[src/rtl/deser_param.sv]
// rtl/deser_param.sv - parametrised serial-to-parallel deserializer
//
// Purpose:
//   Collects a qualified single-bit stream into DATA_W-bit words in either
//   bit order. It can optionally emit a partial word on a flush request.
//   The emitted word and its valid-bit count are registered at the output.
//
// Parameters:
//   DATA_W    output word width (2..64)
//   MSB_FIRST 1: first bit lands in deser_data_o[DATA_W-1]; 0: in [0]
//   LEN_W     width of deser_len_o (derived, not overridable)
//
// Ports:
//   clk_i            in   clock, rising edge
//   srst_i           in   synchronous active-high reset
//   data_i           in   serial data bit
//   data_val_i       in   qualifies data_i
//   flush_i          in   emit the pending partial word (flush builds only)
//   deser_data_o     out  assembled word
//   deser_data_val_o out  one-cycle strobe for deser_data_o/deser_len_o
//   deser_len_o      out  number of valid bits in deser_data_o
//
// Build option:
//   DESER_PARAM_FLUSH_EN  defined: partial-word flush is implemented.
//                         undefined: flush_i is ignored and only full words are emitted.

module deser_param #(
  parameter int DATA_W    = 16,
  parameter bit MSB_FIRST = 1'b1,
  localparam int LEN_W    = $clog2(DATA_W + 1)
) (
  input  logic              clk_i,
  input  logic              srst_i,
  input  logic              data_i,
  input  logic              data_val_i,
  input  logic              flush_i,
  output logic [DATA_W-1:0] deser_data_o,
  output logic              deser_data_val_o,
  output logic [LEN_W-1:0]  deser_len_o
);

  localparam int CNT_W = $clog2(DATA_W);
  localparam logic [CNT_W-1:0] CNT_MAX  = CNT_W'(DATA_W - 1);
  localparam logic [LEN_W-1:0] LEN_FULL = LEN_W'(DATA_W);

  logic [DATA_W-1:0] sh_q, sh_d, sh_shift;
  logic [CNT_W-1:0]  cnt_q, cnt_d;
  logic              is_last;
  logic              emit;
  logic [DATA_W-1:0] emit_data;
  logic [LEN_W-1:0]  emit_len;

`ifdef DESER_PARAM_FLUSH_EN
  logic [LEN_W-1:0]  pend_n;
  logic [LEN_W-1:0]  shamt;
  logic [DATA_W-1:0] sh_cur;
`else
  logic unused_flush;
  assign unused_flush = flush_i;
`endif

  always_comb begin
    sh_shift  = MSB_FIRST ? {sh_q[DATA_W-2:0], data_i} : {data_i, sh_q[DATA_W-1:1]};
    is_last   = data_val_i && (cnt_q == CNT_MAX);
    sh_d      = sh_q;
    cnt_d     = cnt_q;
    emit      = 1'b0;
    emit_data = sh_shift;
    emit_len  = LEN_FULL;
`ifdef DESER_PARAM_FLUSH_EN
    // The bit accepted in the flush cycle is part of the partial word.
    sh_cur = data_val_i ? sh_shift : sh_q;
    pend_n = LEN_W'(cnt_q) + LEN_W'(data_val_i);
    shamt  = LEN_FULL - pend_n;
`endif

    if (data_val_i) begin
      sh_d  = sh_shift;
      cnt_d = cnt_q + CNT_W'(1);
    end

    if (is_last) begin
      // A flush arriving with the last bit collapses into this full word.
      emit  = 1'b1;
      cnt_d = '0;
      sh_d  = '0;
    end
`ifdef DESER_PARAM_FLUSH_EN
    else if (flush_i && (pend_n != '0)) begin
      // Received bits sit at the entry end of the register; justify them
      // to the end where the first bit of a full word would be. The
      // register is cleared on every emit, so the vacated bits are zero.
      emit      = 1'b1;
      cnt_d     = '0;
      sh_d      = '0;
      emit_len  = pend_n;
      emit_data = MSB_FIRST ? (sh_cur << shamt) : (sh_cur >> shamt);
    end
`endif
  end

  always_ff @(posedge clk_i) begin
    if (srst_i) begin
      sh_q             <= '0;
      cnt_q            <= '0;
      deser_data_o     <= '0;
      deser_data_val_o <= 1'b0;
      deser_len_o      <= '0;
    end else begin
      sh_q             <= sh_d;
      cnt_q            <= cnt_d;
      deser_data_val_o <= emit;
      if (emit) begin
        deser_data_o <= emit_data;
        deser_len_o  <= emit_len;
      end
    end
  end

endmodule

[config.mk]
export PLATFORM = sky130hd
export DESIGN_NAME = deser_param
export DESIGN_NICKNAME = d
export VERILOG_FILES = /design/src/rtl/deser_param.sv
export SDC_FILE = /design/constraint.sdc
export NUM_CORES = 1
export LEC_CHECK = 0
export CAP_MARGIN = 20
export CORE_ASPECT_RATIO = 1.5
export CORE_UTILIZATION = 50
export DETAILED_ROUTE_END_ITERATION = 10
export GPL_TIMING_DRIVEN = 0
export PLACE_DENSITY = 0.82
export SYNTH_ARGS = -nofsm -noshare
export SYNTH_HDL_FRONTEND = slang
export SYNTH_SLANG_ARGS = --single-unit
[constraint.sdc]
create_clock -name clk_i -period 1.7 [get_ports clk_i]
set_input_delay 0.34 -clock clk_i [delete_from_list [all_inputs] [get_ports clk_i]]
set_output_delay 0.34 -clock clk_i [all_outputs]
set_load 0.05 [all_outputs]
==> results.md <==
- Status: finished clean
- Crit path largest cell delay: 0.53 ns
- Site Rows: 23
- Via count: 1021
- Final setup vio count: 0
- Synth Area in Adders: 0.870%
- Max stage delay cell, worst path: dlygate4sd2_1
- Final setup margin: 0.195 ns
- Compound-gate portion of the synthesized area: 7.92%
- Register Area: 741 sq um
- Peak VDD IR: 0.910 mV
- Bufs on Longest Clock Path: 2
- Period utilization: 88.5%
- Filler instances: 243
- RSZ-0062 raised after global routing: false
- Post-layout power: 1.77 mW
- Total GRT Usage: 20.2%
- Switching Power: 0.377 mW
- Setup Fix Bufs, Post-CTS: 0
- Via-to-Cell Ratio: 4.75
- Pleak: 0.800 nW
- Crit path buf inv count: 1
- Distinct cell type count after synthesis: 19
- Root Buffer: clkbuf_8
- Fin. Hold Viols: 0
- WL final: 2590 microns
- TritonCTS clock tree: built
- Initial antenna violation count: 0
- Multiplexer share of the synthesized area: 11.1%
- Setup total negative slack: 0 ns
- Inserted Clock Buffers: 5
- Initial DRT Pass Iterations: 3
- Register area share after synthesis: 51.5%
- Setup Skew: 0.00546 ns
- CP Launch Type: register
- Yosys top cell by area: dfxtp_1
- Synth Register Bits: 37
- Synthesized area per cell: 9.85 sq um
- Fraction of registers with async set/reset: 0%
- Arr. time, crit path: 1.16 ns
- Vias in the first global route: 1025
- Crit Path Max Fanout: 2
- Syn Std Cell Area: 0.00144 sq mm
- Grt ovf: 0
- Seq pwr share: 49.9%
- 1st-iter DRT viols: 10
- Combinational power share: 5.4%
- Number of synthesized flops with an enable pin: 0
- Worst Path Required: 1.36 ns
- Post-DP HPWL: 1890 microns
- Post-synthesis simple-gate area fraction: 18.3%
- Ports: 27
- Area of the multi-input gates: 591 sq um
- Core area: 0.00271 sq mm
- Core Util, Final: 66.7%
- First-pass GRT wire length: 4380 microns
- H-Tree Level Count: 2
- PD cells: 980 mW/mm^2
- Antenna viol nets, final: 0
- Most common cell in the synthesized netlist: dfxtp_1
- Area growth syn-to-layout: 25.4%
- Max-slew violation count: 0
- Clock power share: 44.7%
- XOR/XNOR share of the synthesized area: 1.83%
- Maxcap violations: 0
- CTS hold repair buffers: 0
- PortBufs: 21
- Layout cells sized above 1: 22.5%
- Clock sink count: 37
- Die X: 45.8 microns
- # nets final: 183
- Worst-path clk slew: 0.07 ns
- WL/cell: 12.0 microns
- Top area cells in the synthesized netlist: dfxtp_1 (52%), mux2i_1 (11%), nand2_1 (6.3%)
- Critical path endpoint category: output port
- Commonest cells in the netlist: dfxtp_1 (37), nand2_1 (24), nor2_1 (22), mux2i_1 (16)
- Largest net degree at the start of global routing: 13
- Main combinational cell family by area after synthesis: simple AND/OR/NAND/NOR gates
- Remaining DRCs: 0
- Pint: 1.39 mW
- Crit-path leading delay family: buffers and inverters
- Worst hold slack: 0.456 ns
- Switching Share: 21.3%
- GPL Wtd Cong: 0.700
- Die height: 67.7 microns
- CP Cell Sequence: dlygate4sd2_1
- Min-delay worst type: reg2reg
- WS Path Type: reg2out
- Synthesized instance count: 146
- Top cell type's share of synthesized area: 51.5%
- Initial cell density of the core: 53.1%
- Final min period: 1.50 ns
- Top FF cell, synth: dfxtp_1
- Ant diodes: 0
- F_max: 665 MHz
- DIE AREA: 0.00310 sq mm
- Place WS: -0.0828 ns
- Yosys warnings: 0
- Clk Latency, worst-skew pair: 0.30 ns
## cell usage in the layout, fill, tap and decap left out, types with 2 or more instances in the layout
| master | Yosys | routed |
|---|---|---|
| mux2i_1 | 16 | 16 |
| buf_6 | 4 | 4 |
| clkbuf_8 | 0 | 6 |
| dlygate4sd2_1 | 0 | 18 |
| xor2_1 | 2 | 2 |
| buf_4 | 5 | 5 |
| a21oi_1 | 7 | 7 |
| nor2_1 | 22 | 22 |
| conb_1 | 1 | 4 |
| clkdlybuf4s50_1 | 0 | 3 |
| nand2_2 | 9 | 9 |
| dfxtp_1 | 37 | 37 |
| nand2_1 | 24 | 24 |
| a21oi_2 | 9 | 9 |
| buf_2 | 3 | 3 |
## per-layer routing
layer	vias to the layer above	routed length [microns]	global-route usage, %
li1	522	-	-
met1	471	1050	20.5
met2	20	1360	33.9
met3	8	112	6.68
met4	0	71	13.2
met5	-	0	0
## per-stage QoR
step | cells | area (sq um)
2_1_floorplan | 149 | 1450
3_3_place_gp | 207 | 1710
3_5_place_dp | 207 | 1710
4_1_cts | 215 | 1800
5_1_grt | 215 | 1800
6_report | 215 | 1800
## area by class of cell
cell class	count	share of cell area, %
Sequential cell	37	41.1
Multi-Input combinational cell	99	32.8
Timing Repair Buffer	21	10.4
Buffer	13	6.52
Clock buffer	6	4.58
Tap cell	37	2.57
Clock inverter	2	2.08
## cell families after synthesis
group | count (synthesis)
fa+ha+maj | 1
buf+inv | 13
flops | 37
xor+xnor | 3
other cells | 1
mux | 16
compound gates | 16
simple gates | 59
## power by group through the flow
stage	logic, mW	clock network, mW	registers (mW)
floorplan	0.0779	0	0.900
global placement	0.0935	0	0.901
detailed placement	0.0961	0	0.902
CTS	0.0963	0.812	0.881
global route	0.103	0.848	0.882
finish	0.0955	0.789	0.882
## final timing paths
path / start / to / slack [ns] / cells after the start
worst min register to register: deser_data_o[5] / deser_data_o[5] / 0.46 / 2
worst min-delay path: deser_data_o[5] / deser_data_o[5] / 0.46 / 2
worst max register to register: cnt_q[0] / sh_q[5] / 0.22 / 6
worst max-delay path: deser_len_o[4] / deser_len_o[4] / 0.20 / 1
## timing repair
item / 4_1_cts / 5_1_grt
resized for setup: 18 / 0
setup endpoints to repair: 18 / 0
endpoints found under the hold margin: 0 / 0
## state kept, by name, summed over array words and instances, names as in the netlist
name              cells
sh_q                 15
deser_data_o         16
deser_data_val_o      1
deser_len_o           1
cnt_q                 4
Note: power is estimated with default switching activity, not from simulation.
